File: config.mk
export PLATFORM = sky130hd
export DESIGN_NAME = pe_ctrl_sequencer
export DESIGN_NICKNAME = d
export VERILOG_FILES = /design/src/rtl/pe_ctrl_sequencer.sv
export SDC_FILE = /design/constraint.sdc
export NUM_CORES = 1
export LEC_CHECK = 0
export BUFFER_PORTS_ARGS = -buffer_cell sky130_fd_sc_hd__buf_4
export CAP_MARGIN = 10
export CORE_ASPECT_RATIO = 0.75
export CORE_MARGIN = 1.5
export CORE_UTILIZATION = 55
export DETAILED_ROUTE_END_ITERATION = 8
export HOLD_SLACK_MARGIN = 0.12
export PLACE_DENSITY = 0.8
export SLEW_MARGIN = 20
export SYNTH_ARGS = -nofsm -noshare
export SYNTH_HDL_FRONTEND = slang
export SYNTH_SLANG_ARGS = --single-unit
File: constraint.sdc
create_clock -name clk -period 2.3 [get_ports clk]
set_clock_uncertainty 0.05 [all_clocks]
set_input_delay 0.115 -clock clk [delete_from_list [all_inputs] [get_ports clk]]
set_output_delay 0.115 -clock clk [all_outputs]
set_load 0.01 [all_outputs]
File: src/rtl/pe_ctrl_sequencer.sv
// Program-memory sequencer for a PE: loads control words over a valid/ready
// config port, then replays them one per cycle for loop_cnt+1 passes.
module pe_ctrl_sequencer #(
  parameter int                    CTRL_WIDTH = 11,
  parameter int                    DEPTH      = 16,
  parameter logic [CTRL_WIDTH-1:0] NOP_WORD   = '0,
  parameter int                    ADDR_WIDTH = $clog2(DEPTH)
) (
  input  logic                  clk,
  input  logic                  rst_n,
  input  logic                  cfg_valid,
  output logic                  cfg_ready,
  input  logic [CTRL_WIDTH-1:0] cfg_data,
  input  logic                  cfg_last,
  input  logic                  start,
  input  logic                  abort,
  input  logic [7:0]            loop_cnt,
  output logic [CTRL_WIDTH-1:0] ctrl,
  output logic                  ctrl_valid,
  output logic                  busy,
  output logic                  done,
  output logic [ADDR_WIDTH-1:0] pc
);

  typedef enum logic [1:0] {
    IDLE = 2'd0,
    RUN  = 2'd1,
    DONE = 2'd2
  } state_e;

  state_e                  state_q, state_d;
  logic [CTRL_WIDTH-1:0]   mem [DEPTH];
  logic [ADDR_WIDTH-1:0]   wr_ptr_q, wr_ptr_d;
  logic [ADDR_WIDTH-1:0]   last_q, last_d;
  logic                    loaded_q, loaded_d;
  logic [ADDR_WIDTH-1:0]   pc_q, pc_d;
  logic [7:0]              iter_q, iter_d;
  logic [7:0]              loop_q, loop_d;
  logic [CTRL_WIDTH-1:0]   ctrl_q, ctrl_d;
  logic                    valid_q, valid_d;
  logic                    done_q, done_d;
  logic                    beat;
  logic                    mem_we;

  assign cfg_ready  = (state_q == IDLE);
  assign busy       = (state_q == RUN);
  assign beat       = cfg_valid && cfg_ready;
  assign ctrl       = ctrl_q;
  assign ctrl_valid = valid_q;
  assign done       = done_q;
  assign pc         = pc_q;

  // The program length is kept as the index of the final word, so the
  // end-of-pass test is a plain equality against pc.
  always_comb begin
    state_d  = state_q;
    wr_ptr_d = wr_ptr_q;
    last_d   = last_q;
    loaded_d = loaded_q;
    pc_d     = pc_q;
    iter_d   = iter_q;
    loop_d   = loop_q;
    ctrl_d   = ctrl_q;
    valid_d  = valid_q;
    done_d   = 1'b0;
    mem_we   = 1'b0;
    unique case (state_q)
      IDLE: begin
        if (beat) begin
          mem_we   = 1'b1;
          loaded_d = 1'b0;
          if (cfg_last || (wr_ptr_q == ADDR_WIDTH'(DEPTH - 1))) begin
            last_d   = wr_ptr_q;
            loaded_d = 1'b1;
            wr_ptr_d = '0;
          end else begin
            wr_ptr_d = wr_ptr_q + 1'b1;
          end
        end else if (start && loaded_q) begin
          state_d = RUN;
          pc_d    = '0;
          iter_d  = '0;
          loop_d  = loop_cnt;
          ctrl_d  = mem[0];
          valid_d = 1'b1;
        end
      end
      RUN: begin
        if (abort) begin
          state_d = IDLE;
          ctrl_d  = NOP_WORD;
          valid_d = 1'b0;
          pc_d    = '0;
        end else if (pc_q != last_q) begin
          pc_d   = pc_q + 1'b1;
          ctrl_d = mem[pc_q + 1'b1];
        end else if (iter_q != loop_q) begin
          pc_d   = '0;
          iter_d = iter_q + 8'd1;
          ctrl_d = mem[0];
        end else begin
          state_d = DONE;
          ctrl_d  = NOP_WORD;
          valid_d = 1'b0;
          done_d  = 1'b1;
          pc_d    = '0;
        end
      end
      DONE: begin
        state_d = IDLE;
      end
      default: begin
        state_d = IDLE;
        ctrl_d  = NOP_WORD;
        valid_d = 1'b0;
        pc_d    = '0;
      end
    endcase
  end

  always_ff @(posedge clk or negedge rst_n) begin
    if (!rst_n) begin
      state_q  <= IDLE;
      wr_ptr_q <= '0;
      last_q   <= '0;
      loaded_q <= 1'b0;
      pc_q     <= '0;
      iter_q   <= '0;
      loop_q   <= '0;
      ctrl_q   <= NOP_WORD;
      valid_q  <= 1'b0;
      done_q   <= 1'b0;
    end else begin
      state_q  <= state_d;
      wr_ptr_q <= wr_ptr_d;
      last_q   <= last_d;
      loaded_q <= loaded_d;
      pc_q     <= pc_d;
      iter_q   <= iter_d;
      loop_q   <= loop_d;
      ctrl_q   <= ctrl_d;
      valid_q  <= valid_d;
      done_q   <= done_d;
    end
  end

  // Program storage is deliberately not reset; prog_loaded gates its use.
  always_ff @(posedge clk) begin
    if (mem_we) begin
      mem[wr_ptr_q] <= cfg_data;
    end
  end

endmodule
==> summary.md <==
| Metric | Value |
|---|---|
| Status | `complete, but fails checks` |
| Violated checks | `setup timing` |
| Setup ws final | `-0.02905 ns` |
| Post-DP Area | `just under 10000 um2` |
| Kind of critical path | `flop to flop` |
| Highest-delay cell along the critical path | `dfrtp_2` |
| GR Util All Layers | `between 20% and 30%` |
| Finished Layout Cells | `between 800 and 900` |
| Boundary Pins | `44` |
| TritonCTS Buffers | `22` |
| Max-Cap Viols | `0` |
| Largest net degree at the start of global routing | `36` |
| Synth cell types | `44` |
| Max incr delay on CP | `between 0.4 and 0.5 ns` |
| Core area | `around 16000 um2` |
| Hold Vio Cnt, Final | `0` |
| GRT overflow | `0` |
| Final Max Slew Viols | `0` |
| Pwr dens | `between 1000 and 1500 nW/um2` |
| Cell with the most instances after synthesis | `edfxtp_1` |
| Period minus WS final | `~2.3 ns` |
| CTS tree | `built` |
| Setup violators final | `3` |
| Row count | `40` |
| Antenna cells | `0` |
| Layout Area Growth over Synthesis | `21.59%` |
| Worst-path clk slew | `0.06 ns` |
| Number of flops mapped to enable cells by yosys | `about 180` |
| Synth warnings | `0` |
| Synth cell count leaders | `edfxtp_1 (176), nand2_1 (55), dfrtp_1 (44), mux4_2 (33), mux2i_1 (23)` |
| Final net count | `~680` |
| RSZ-0062 raised after global routing | `true` |
| Via count | `5339` |
| Top post-synthesis cells by area | `edfxtp_1 (59%), dfrtp_1 (12%), mux4_2 (8.3%)` |
| Top FF cell, synth | `edfxtp_1` |
| Antenna Nets Post-Route | `0` |
| Die area | `~17000 um2` |
| Clock Tree Buf Depth | `3` |
| DRC | `0` |
| Vias in the first global route | `5337` |
| Synth Area per Inst | `between 15 and 20 um2` |
| Syn_nets | `about 560` |
| Root Buffer Master | `clkbuf_16` |
| CP cell instances | `ha_4 -> xor2_4 -> buf_12 -> buf_16 -> mux4_2 -> nand2b_1 -> a32o_1 -> a211o_1` |
| Fin crit share | `101.3%` |
| Syn Std Cell Area | `roughly 9000 um2` |
| Clock sinks | `220` |
| Critical Path Sink Type | `flop` |
| #FFs+latches synth | `220` |
| Crit start category | `flop` |
| Layout cells sized above 1 | `around 26%` |
| Fmax | `about 430 MHz` |
| Chip width | `approximately 150 um` |
| Clk_lat worst skew | `0.50 ns` |
| Hpwl dp | `between 10 and 15 mm` |
| Hold Path Class | `input pin to flop` |
| Syn Inst Count | `530` |
| CP delay by family, top | `compound AO/OA/AOI/OAI gates` |
| Worst VDD drop | `between 0.5 and 0.6 mV` |
| Seq/Total Area, Yosys | `between 70% and 80%` |
| Dpl cells | `around 800` |
| Hold_sp | `start` |
| Crit path buf inv count | `2` |
| Fin area | `~11000 um2` |
| Crit path max fanout | `11` |
| Global-route wire length before repair | `a little over 30 mm` |
| Iter 0 DRT Violations | `a little over 600` |
| Number of vias per cell | `between 6 and 7` |
| Worst R2R Start | `pc[0]$_DFFE_PN0P_` |
| FFs w/ async S/R, synth | `between 20% and 30%` |
| Synth top area share | `approximately 59%` |
| Worst Hold Slack | `about 0.19 ns` |
| Leak | `between 3 and 4 nW` |
| Worst Setup SP | `pc[0]$_DFFE_PN0P_` |
| Synth area leader | `edfxtp_1` |
| H-tree levels | `1` |
| Worst EP arrival | `around 2.7 ns` |
| RD Place Congestion | `roughly 0.85` |
| DIE HEIGHT | `113.8 um` |
| Initial Util | `between 50 and 60%` |
| Initial antenna violation count | `0` |
| Setup tns final | `-0.06915 ns` |
| Port Buffers | `43` |
| Worst path required time | `2.64 ns` |
| Post-Route WL | `~21 mm` |
| Worst Max-Slew Pin Slew | `around 0.57 ns` |
| First-pass detailed-route iteration total | `5` |
| Max-slew headroom | `a little over 60%` |
| DR WL/cell | `roughly 24 um` |
==> cell families after synthesis <==
logic type | Yosys count | synth area share [%]
adder cells (fa/ha/maj) | 6 | 0.8334
AO/OA/AOI/OAI | 66 | 5.723
XOR/XNOR | 15 | 1.875
multiplexers | 60 | 11.31
AND/OR/NAND/NOR | 133 | 7.473
buffers and inverters | 30 | 1.889
flip-flops | 220 | 70.90
==> report_power, final <==
| part | internal (mW) | total [mW] | switching (mW) |
|---|---|---|---|
| Clock | 2.13 | 3.54 | 1.41 |
| Sequential | 4.66 | 4.95 | 0.296 |
| Combinational | 1.30 | 2.78 | 1.48 |
==> area by class of cell <==
class / instances / area [um2]
repair buffers: 117 / 1081
clock inverters: 6 / 77.57
multi-input cells: 280 / 2482
inverters: 6 / 22.52
flip-flops and latches: 220 / 6389
fillers: 989 / 5064
well taps: 210 / 262.8
clock buffers: 34 / 636.9
==> worst reg2reg max path, cell delays in order (launching register included) <==
cell and delay, ns:
dfrtp_2 0.43, ha_4 0.19, xor2_4 0.21, buf_12 0.17, buf_16 0.15, mux4_2 0.33
nand2b_1 0.18, a32o_1 0.27, a211o_1 0.23
==> flip-flops by register name, indices dropped and copies added (netlist names), 2 cells and up <==
signal	flops
ctrl	11
iter_q	8
last_q	4
loop_q	8
mem	176
pc	4
state_q	2
wr_ptr_q	4
==> per-layer routing <==
metal / up-vias / GRT usage [%] / routed length [um]
li1: 2302 / - / -
met1: 2710 / 36.59 / 8662
met2: 296 / 37.20 / 9767
met3: 31 / 4.200 / 1806
met4: 0 / 5.825 / 325
met5: - / 0 / 0
==> worst paths after layout <==
kind	end	slack, ns	depth (start not counted)
worst min register to register	loaded_q$_DFFE_PN0P_	0.44	1
min in group asynchronous	last_q[2]$_DFFE_PN0P_	0.60	3
worst max register to register	ctrl[6]$_DFFE_PN0P_	-0.03	8
worst max-delay path	ctrl[6]$_DFFE_PN0P_	-0.03	8
max in group asynchronous	pc[2]$_DFFE_PN0P_	0.25	4
worst min-delay path	state_q[0]$_DFFE_PN0P_	0.19	5
==> repair_timing <==
action                                 in CTS  in global routing
hold buffers                               26                  0
gates cloned                                1                  2
endpoints found under the hold margin     239                  0
gates resized for setup                     3                  4
setup endpoints to repair                  10                 12
setup buffers                               1                  5
pin swaps                                   0                  5
==> stage by stage <==
step                      power [mW]  setup slack, ns  util [%]
after floorplan                6.602          0.02758         -
after global placement         7.517         0.003388     61.28
after detailed placement       7.632         -0.02864     61.28
after CTS                      11.21         0.004647     67.72
after global routing           11.64         -0.06956     68.38
final                          11.27         -0.02905     68.38
==> cells in the final DEF (no fill, tap or decap), drive strengths merged, types with 6 or more instances in the layout <==
master	netlist	final
nand2b	12	12
clkbuf	11	36
nand3	7	7
a32oi	11	11
dfrtp	44	44
nor2	17	17
a32o	12	12
edfxtp	176	176
ha	6	6
o21ai	13	13
dlygate4sd3	0	26
xor2	6	6
buf	13	89
or3	6	6
inv	6	6
a211o	11	11
xnor2	9	9
and2	18	18
mux2i	23	23
mux4	33	33
nand2	55	55
a21oi	10	10
Note: power is estimated with default switching activity, not from simulation.
